<file path="src/rtl/linfit_dev_core_if.sv">
// Bundle between linfit_dev_core, the sample buffer and the predictor FSM.
// LINFITDEV_MAXDEV_EN adds the maxdev/maxidx result signals.
interface linfit_dev_core_if #(
   parameter int DATA_W = 32,
   parameter int IDX_W  = 32
);
   logic [IDX_W-1:0]  si;
   logic [IDX_W-1:0]  ei;
   logic              start;
   logic [IDX_W-1:0]  index;
   logic [DATA_W-1:0] value;
   logic [DATA_W-1:0] mean;
   logic [DATA_W-1:0] deviation;
   logic              busy;
   logic              done;
   logic              err;
`ifdef LINFITDEV_MAXDEV_EN
   logic [DATA_W-1:0] maxdev;
   logic [IDX_W-1:0]  maxidx;
`endif

   modport slave (
      input  si, ei, start, value,
`ifdef LINFITDEV_MAXDEV_EN
      output maxdev, maxidx,
`endif
      output index, mean, deviation, busy, done, err
   );

   modport master (
      output si, ei, start, value,
`ifdef LINFITDEV_MAXDEV_EN
      input  maxdev, maxidx,
`endif
      input  index, mean, deviation, busy, done, err
   );
endinterface

</file>
<file path="src/rtl/linfit_dev_core.sv">
// Two-pass window mean / mean-absolute-deviation engine.
// LINFITDEV_MAXDEV_EN builds the max |y-mean| tracker.
module linfit_dev_core #(
   parameter int DATA_W = 32,
   parameter int IDX_W  = 32,
   parameter int ACC_W  = DATA_W + IDX_W,
   parameter int RD_LAT = 1
) (
   input  logic             Clk,
   input  logic             Rst,
   linfit_dev_core_if.slave bus
);
   localparam int CW_A = $clog2(ACC_W) + 1;
   localparam int CW = (CW_A > IDX_W + 1) ? CW_A : IDX_W + 1;
   localparam logic [CW-1:0] LAT = CW'(RD_LAT);
   localparam logic [CW-1:0] DIV_LAST = CW'(ACC_W - 1);

   typedef enum logic [2:0] {
      S_IDLE, S_SUM, S_DIV1, S_DEV, S_DIV2, S_FIN
   } state_t;

   state_t            state_q, state_d;
   logic [IDX_W-1:0]  si_q, si_d;
   logic [IDX_W-1:0]  n_q, n_d;
   logic [IDX_W-1:0]  index_q, index_d;
   logic [CW-1:0]     cnt_q, cnt_d;
   logic [ACC_W-1:0]  acc_q, acc_d;
   logic [ACC_W-1:0]  rem_q, rem_d;
   logic [DATA_W-1:0] avg_q, avg_d;
   logic [DATA_W-1:0] mean_q, mean_d;
   logic [DATA_W-1:0] dev_q, dev_d;
   logic              err_q, err_d;

   logic [CW-1:0]     span;
   logic              rd_ok, issue_more, pass_last, div_last;
   logic              bad_win, fin_ok, fin_err;
   logic [DATA_W-1:0] absd;
   logic [ACC_W:0]    rem_sh;
   logic [ACC_W:0]    dvs;
   logic [ACC_W-1:0]  rem_nx, quo_nx;

   assign span       = CW'(n_q) + LAT;
   assign rd_ok      = cnt_q >= LAT;
   assign issue_more = (cnt_q + CW'(1)) < CW'(n_q);
   assign pass_last  = cnt_q == span - CW'(1);
   assign div_last   = cnt_q == DIV_LAST;
   assign bad_win    = bus.ei <= bus.si;
   assign fin_err    = (state_q == S_IDLE) && bus.start && bad_win;
   assign fin_ok     = (state_q == S_DIV2) && div_last;
   assign absd       = (bus.value > avg_q) ? bus.value - avg_q
                                           : avg_q - bus.value;

   // Restoring divide step: dividend shifts out of acc, quotient shifts in.
   always_comb begin
      dvs    = {1'b0, ACC_W'(n_q)};
      rem_sh = {rem_q, acc_q[ACC_W-1]};
      rem_nx = rem_sh[ACC_W-1:0];
      quo_nx = {acc_q[ACC_W-2:0], 1'b0};
      if (rem_sh >= dvs) begin
         rem_nx = ACC_W'(rem_sh - dvs);
         quo_nx = {acc_q[ACC_W-2:0], 1'b1};
      end
   end

   always_comb begin
      state_d = state_q;
      si_d    = si_q;
      n_d     = n_q;
      index_d = index_q;
      cnt_d   = cnt_q;
      acc_d   = acc_q;
      rem_d   = rem_q;
      avg_d   = avg_q;
      mean_d  = mean_q;
      dev_d   = dev_q;
      err_d   = err_q;
      unique case (state_q)
         S_IDLE: begin
            if (bus.start) begin
               si_d  = bus.si;
               n_d   = bus.ei - bus.si;
               cnt_d = '0;
               acc_d = '0;
               rem_d = '0;
               if (bad_win) begin
                  state_d = S_FIN;
                  err_d   = 1'b1;
                  mean_d  = '0;
                  dev_d   = '0;
               end else begin
                  state_d = S_SUM;
                  index_d = bus.si;
               end
            end
         end
         S_SUM, S_DEV: begin
            cnt_d = cnt_q + CW'(1);
            if (issue_more) index_d = index_q + IDX_W'(1);
            if (rd_ok) begin
               if (state_q == S_SUM)
                  acc_d = acc_q + ACC_W'(bus.value);
               else
                  acc_d = acc_q + ACC_W'(absd);
            end
            if (pass_last) begin
               cnt_d   = '0;
               state_d = (state_q == S_SUM) ? S_DIV1 : S_DIV2;
            end
         end
         S_DIV1, S_DIV2: begin
            acc_d = quo_nx;
            rem_d = rem_nx;
            cnt_d = cnt_q + CW'(1);
            if (div_last) begin
               cnt_d = '0;
               acc_d = '0;
               rem_d = '0;
               if (state_q == S_DIV1) begin
                  avg_d   = quo_nx[DATA_W-1:0];
                  index_d = si_q;
                  state_d = S_DEV;
               end else begin
                  mean_d  = avg_q;
                  dev_d   = quo_nx[DATA_W-1:0];
                  err_d   = 1'b0;
                  state_d = S_FIN;
               end
            end
         end
         S_FIN:   state_d = S_IDLE;
         default: state_d = S_IDLE;
      endcase
   end

   always_ff @(posedge Clk) begin
      if (!Rst) begin
         state_q <= S_IDLE;
         si_q    <= '0;
         n_q     <= '0;
         index_q <= '0;
         cnt_q   <= '0;
         acc_q   <= '0;
         rem_q   <= '0;
         avg_q   <= '0;
         mean_q  <= '0;
         dev_q   <= '0;
         err_q   <= 1'b0;
      end else begin
         state_q <= state_d;
         si_q    <= si_d;
         n_q     <= n_d;
         index_q <= index_d;
         cnt_q   <= cnt_d;
         acc_q   <= acc_d;
         rem_q   <= rem_d;
         avg_q   <= avg_d;
         mean_q  <= mean_d;
         dev_q   <= dev_d;
         err_q   <= err_d;
      end
   end

   assign bus.index     = index_q;
   assign bus.mean      = mean_q;
   assign bus.deviation = dev_q;
   assign bus.err       = err_q;
   assign bus.done      = state_q == S_FIN;
   assign bus.busy      = (state_q != S_IDLE) && (state_q != S_FIN);

`ifdef LINFITDEV_MAXDEV_EN
   logic [DATA_W-1:0] mx_q, mx_d, maxdev_q, maxdev_d;
   logic [IDX_W-1:0]  mi_q, mi_d, maxidx_q, maxidx_d;

   // First sample of the pass always loads, so ties keep the earliest index.
   always_comb begin
      mx_d     = mx_q;
      mi_d     = mi_q;
      maxdev_d = maxdev_q;
      maxidx_d = maxidx_q;
      if (state_q == S_DEV && rd_ok &&
          (cnt_q == LAT || absd > mx_q)) begin
         mx_d = absd;
         mi_d = si_q + IDX_W'(cnt_q - LAT);
      end
      if (fin_err) begin
         maxdev_d = '0;
         maxidx_d = '0;
      end else if (fin_ok) begin
         maxdev_d = mx_q;
         maxidx_d = mi_q;
      end
   end

   always_ff @(posedge Clk) begin
      if (!Rst) begin
         mx_q     <= '0;
         mi_q     <= '0;
         maxdev_q <= '0;
         maxidx_q <= '0;
      end else begin
         mx_q     <= mx_d;
         mi_q     <= mi_d;
         maxdev_q <= maxdev_d;
         maxidx_q <= maxidx_d;
      end
   end

   assign bus.maxdev = maxdev_q;
   assign bus.maxidx = maxidx_q;
`else
   logic unused_fin;
   assign unused_fin = fin_ok ^ fin_err;
`endif
endmodule

</file>
<file path="src/flat_wrapper.sv">
// flat-port wrapper written by rule: the top's interface ports become plain ports
module linfit_dev_core_flat 
#(
   parameter int DATA_W = 32,
   parameter int IDX_W  = 32,
   parameter int ACC_W  = DATA_W + IDX_W,
   parameter int RD_LAT = 1
)
  (Clk, Rst, bus_si, bus_ei, bus_start, bus_value, bus_index, bus_mean, bus_deviation, bus_busy, bus_done, bus_err);
  linfit_dev_core_if #(.DATA_W(DATA_W), .IDX_W(IDX_W)) bus_i ();
  input  logic Clk;
  input  logic Rst;
  input wire logic [$bits(bus_i.si)-1:0] bus_si;
  input wire logic [$bits(bus_i.ei)-1:0] bus_ei;
  input wire logic [$bits(bus_i.start)-1:0] bus_start;
  input wire logic [$bits(bus_i.value)-1:0] bus_value;
  output wire logic [$bits(bus_i.index)-1:0] bus_index;
  output wire logic [$bits(bus_i.mean)-1:0] bus_mean;
  output wire logic [$bits(bus_i.deviation)-1:0] bus_deviation;
  output wire logic [$bits(bus_i.busy)-1:0] bus_busy;
  output wire logic [$bits(bus_i.done)-1:0] bus_done;
  output wire logic [$bits(bus_i.err)-1:0] bus_err;
  assign bus_i.si = bus_si;
  assign bus_i.ei = bus_ei;
  assign bus_i.start = bus_start;
  assign bus_i.value = bus_value;
  assign bus_index = bus_i.index;
  assign bus_mean = bus_i.mean;
  assign bus_deviation = bus_i.deviation;
  assign bus_busy = bus_i.busy;
  assign bus_done = bus_i.done;
  assign bus_err = bus_i.err;
  linfit_dev_core #(.DATA_W(DATA_W), .IDX_W(IDX_W), .ACC_W(ACC_W), .RD_LAT(RD_LAT)) u_core (.Clk(Clk), .Rst(Rst), .bus(bus_i));
endmodule
</file>
<file path="config.mk">
export PLATFORM = sky130hd
export DESIGN_NAME = linfit_dev_core_flat
export DESIGN_NICKNAME = d
export VERILOG_FILES = /design/src/rtl/linfit_dev_core_if.sv /design/src/rtl/linfit_dev_core.sv /design/src/flat_wrapper.sv
export SDC_FILE = /design/constraint.sdc
export NUM_CORES = 1
export LEC_CHECK = 0
export ABC_AREA = 0
export CAP_MARGIN = 20
export CORE_ASPECT_RATIO = 1.75
export CORE_MARGIN = 3
export CORE_UTILIZATION = 35
export DETAILED_ROUTE_END_ITERATION = 16
export GPL_TIMING_DRIVEN = 0
export PLACE_DENSITY = 0.51
export SETUP_SLACK_MARGIN = 0.02
export SYNTH_ARGS = -nofsm -noshare
export SYNTH_HDL_FRONTEND = slang
export SYNTH_SLANG_ARGS = --single-unit
</file>
<file path="constraint.sdc">
create_clock -name Clk -period 7.4 [get_ports Clk]
set_clock_uncertainty 0.05 [all_clocks]
set_input_delay 1.11 -clock Clk [delete_from_list [all_inputs] [get_ports Clk]]
set_output_delay 1.11 -clock Clk [all_outputs]
set_load 0.01 [all_outputs]
</file>
==> flow_summary.toml, run 1 <==
[outcome]
outcome = "complete, no violations"

[grt]
grt_pass1_wl_mm = 157
global_route.overflow_total = 0
initial_antenna_violation_count = 2
grt_max_degree = 16
first_global_vias = 26200
gr-usage-all-layers = 0.259

[pwr]
swShare = 0.497
power.density_cell_area_mw_per_mm2 = 382
ir_worst_vdd_uv = 242
power.share.clock = 0.189
comb_power_share = 0.590
power.sequential.fraction = 0.221
total_leakage_power_nw = 12.3
report.power.total_mw = 12.0
net_switching_power_of_the_design_mw = 5.96
intPower_mw = 6.05

[yosys]
post_synth_fa_ha_maj_area_fraction = 0.0988
post_synth_xor_area_fraction = 0.0778
synthesis.nets = 3778
synth_cell_types = 91
yosysWarningCount = 0
postSynth.topFlopCell = "dfxtp_1"
synth_edf_count = 0
syn-cell-area_mm2 = 0.0265
multiplexer_fraction_of_the_synthesized_cell_area = 0.0101
synth.top_cell.area_share = 0.270
synthTopCellsByArea = "dfxtp_1 27%, ha_1 9.5%, nand2_1 6.7%"
main_combinational_cell_family_by_area_after_synthesis = "compound AO/OA/AOI/OAI gates"
syn-instance-count = 3473
register_bit_total_from_synthesis = 357
synth_seq_area_share = 0.270
syn-mean-instance-area_um2 = 7.62
area_fraction_in_compound_gates_after_synthesis = 0.272
synthDominantAreaCellType = "dfxtp_1"
synth_simple_gate_area_frac = 0.212
asyncSetResetFlopFracSynth = 0

[placement]
io_buffer_count = 197
dp.cells = 4680
globalplace.congestion = 0.949
place.detailed.hpwl_mm = 84.7

[setup_path]
setup.worst_path.class = "in -> reg"
crit_path_end_kind = "flop"
timing.critical_path.slowest_cell_delay_ns = 0.64
critical_path_source_type = "input port"
timing.critical_path.fanout_max = 10
critPathArrivalTime_ns = 7.62
timing.critical_path.required_ns = 7.85
critical-path-slowest-cell = "clkdlybuf4s50_1"

[routing]
drc_errors = 0
drt_iter0_drc = 1421
ant_nets = 0
detail_route.first_pass.iterations = 5
num_vias = 26500
drt-vias-per-instance = 5.55
totalWireLength_mm = 106
wl_per_cell_um = 22.2

[die]
placeableCoreArea_mm2 = 0.0745
die_area_mm2 = 0.0791
die_width_um = 214
die_h_um = 370
ios = 198
floorplan.initialDensity = 0.355
placementRows = 132

[sta]
finalHoldViolCount = 0
fmax_mhz = 140
timing_worst_slew_pin_value_ns = 1.07
grt_setup_unrepaired = "no"
drv_slew = 0
worst_hold_slack_ns = 0.413
final.min_clock_period_ns = 7.17
finalSetupViolations = 0
slew_headroom = 0.284
layout_worst_path_cycle_share = 0.968

[cells_and_area]
stdcell_count = 4765
syn_to_final_growth_pct = 18.8
mostFrequentLayoutCells = "472 x nand2_1, 357 x dfxtp_1, 298 x o21ai_0"
post_route_cells_drive_above_1_share = 0.0482
final.fill_count = 7782
fin_nets = 4032
final_common_cell = "nand2_1"

[clock_tree]
cts_made_buffers = 41
clk_pin_slew_ns = 0.07
cts.hold.buffers_added = 0
root_buffer = "clkbuf_16"
cts.sinks = 357
clk-insertion-delay-late_ns = 0.61
clock_tree.htree_level_count = 2
tritoncts_clock_tree = "done"
ctsLongestPathBuffers = 3

[hold_path]
worstHoldPathType = "reg -> reg"

[run]
cap_violations = 0
## state kept, by name, indices dropped and copies added, names as in the netlist
signal / flops
u_core.acc_q: 64
u_core.avg_q: 32
u_core.bus.deviation: 32
u_core.bus.err: 1
u_core.bus.index: 32
u_core.bus.mean: 32
u_core.cnt_q: 33
u_core.n_q: 32
u_core.rem_q: 64
u_core.si_q: 32
u_core.state_q: 3
## area by class of cell
type / instances / area [um2] / area share
Multi-Input combinational cell: 2721 / 17900 / 0.570
Antenna cell: 1 / 2.50 / 0.0000796
Clock inverter: 22 / 343 / 0.0109
Timing Repair Buffer: 212 / 2090 / 0.0665
Buffer: 218 / 912 / 0.0290
Clock buffer: 53 / 1110 / 0.0354
Inverter: 176 / 661 / 0.0210
Sequential cell: 357 / 7150 / 0.227
Tap cell: 1005 / 1260 / 0.0400
## synth_stat cells, types with 57 or more instances
library cell	instances
o21ai_0	303
nor2b_1	78
dfxtp_1	357
nor2_1	162
a21o_1	83
ha_1	201
inv_1	176
nand3_1	96
xor2_1	94
xnor2_1	141
a22oi_1	64
nand4_1	57
a21oi_1	232
nand2_1	472
a22o_1	90
clkbuf_1	180
a21boi_0	82
## power by group through the flow
stage | logic (mW) | registers [mW] | clock network (mW)
2_1_floorplan | 4.69 | 2.54 | 0
3_3_place_gp | 6.97 | 2.69 | 0
3_5_place_dp | 6.97 | 2.69 | 0
4_1_cts | 7.03 | 2.65 | 2.33
5_1_grt | 7.72 | 2.69 | 2.40
6_report | 7.08 | 2.65 | 2.27
## final timing paths
kind         slack, ns                           from                            end  cells past startpoint
max               0.23                  bus_value[24]  u_core.acc_q[49]$_SDFFE_PN0P_                     27
min               0.41  u_core.rem_q[63]$_SDFFE_PN0P_  u_core.rem_q[63]$_SDFFE_PN0P_                      2
max reg2reg       0.85   u_core.avg_q[0]$_SDFFE_PN0P_  u_core.acc_q[49]$_SDFFE_PN0P_                     28
min reg2reg       0.41  u_core.rem_q[63]$_SDFFE_PN0P_  u_core.rem_q[63]$_SDFFE_PN0P_                      2
## repair_timing
item	4_1_cts	5_1_grt
pin swaps	1	7
setup buffers	0	9
gates resized for setup	14	33
setup endpoints to repair	36	33
## cell families (layout without fill, tap and decap cells)
logic type	after synthesis	after routing
AOI/OAI and AO/OA	1104	1104
adders and majority gates	206	206
DFF	357	357
other	0	1
muxes	26	26
xor gates and xnor gates	235	235
and+or+nand+nor	1150	1150
buffers and inverters	395	681
## stage by stage
stage	utilization	instance area (um2)	setup WS [ns]	TNS, ns
3_5_place_dp	0.399	29700	-1.48	-48.67
4_1_cts	0.419	31200	0.0183	0
3_3_place_gp	0.399	29700	-1.53	-49.81
2_1_floorplan	-	26500	0.934	0
5_1_grt	0.422	31400	0.0409	0
6_report	0.422	31400	0.235	0
## worst max-delay path, delay by kind of cell
| family | cells | cell delay (ns) |
|---|---|---|
| AOI/OAI and AO/OA | 13 | 2.63 |
| xor gates and xnor gates | 1 | 0.14 |
| adders and majority gates | 2 | 0.76 |
| buffers and inverters | 5 | 1.39 |
| muxes | 1 | 0.36 |
| and+or+nand+nor | 5 | 1.22 |
## layer usage
layer  vias to the layer above  wire length, um  track usage  share of wire
li1                      12900                -            -              -
met1                     12500            38400        0.262           0.36
met2                       773            57200        0.507           0.54
met3                       259             4160       0.0317          0.039
met4                         2             6120        0.136          0.058
met5                         -               20            0        0.00019
Power figures use the tool's default switching activity.
==> run 2, diff against run 1 <==
--- a/config.mk
+++ b/config.mk
@@ -17,3 +17,4 @@
 export SYNTH_ARGS = -nofsm -noshare
 export SYNTH_HDL_FRONTEND = slang
 export SYNTH_SLANG_ARGS = --single-unit
+export TNS_END_PERCENT = 10
==> results of run 2 <==
The final DEF is identical to that of run 1; final timing and power are the same.
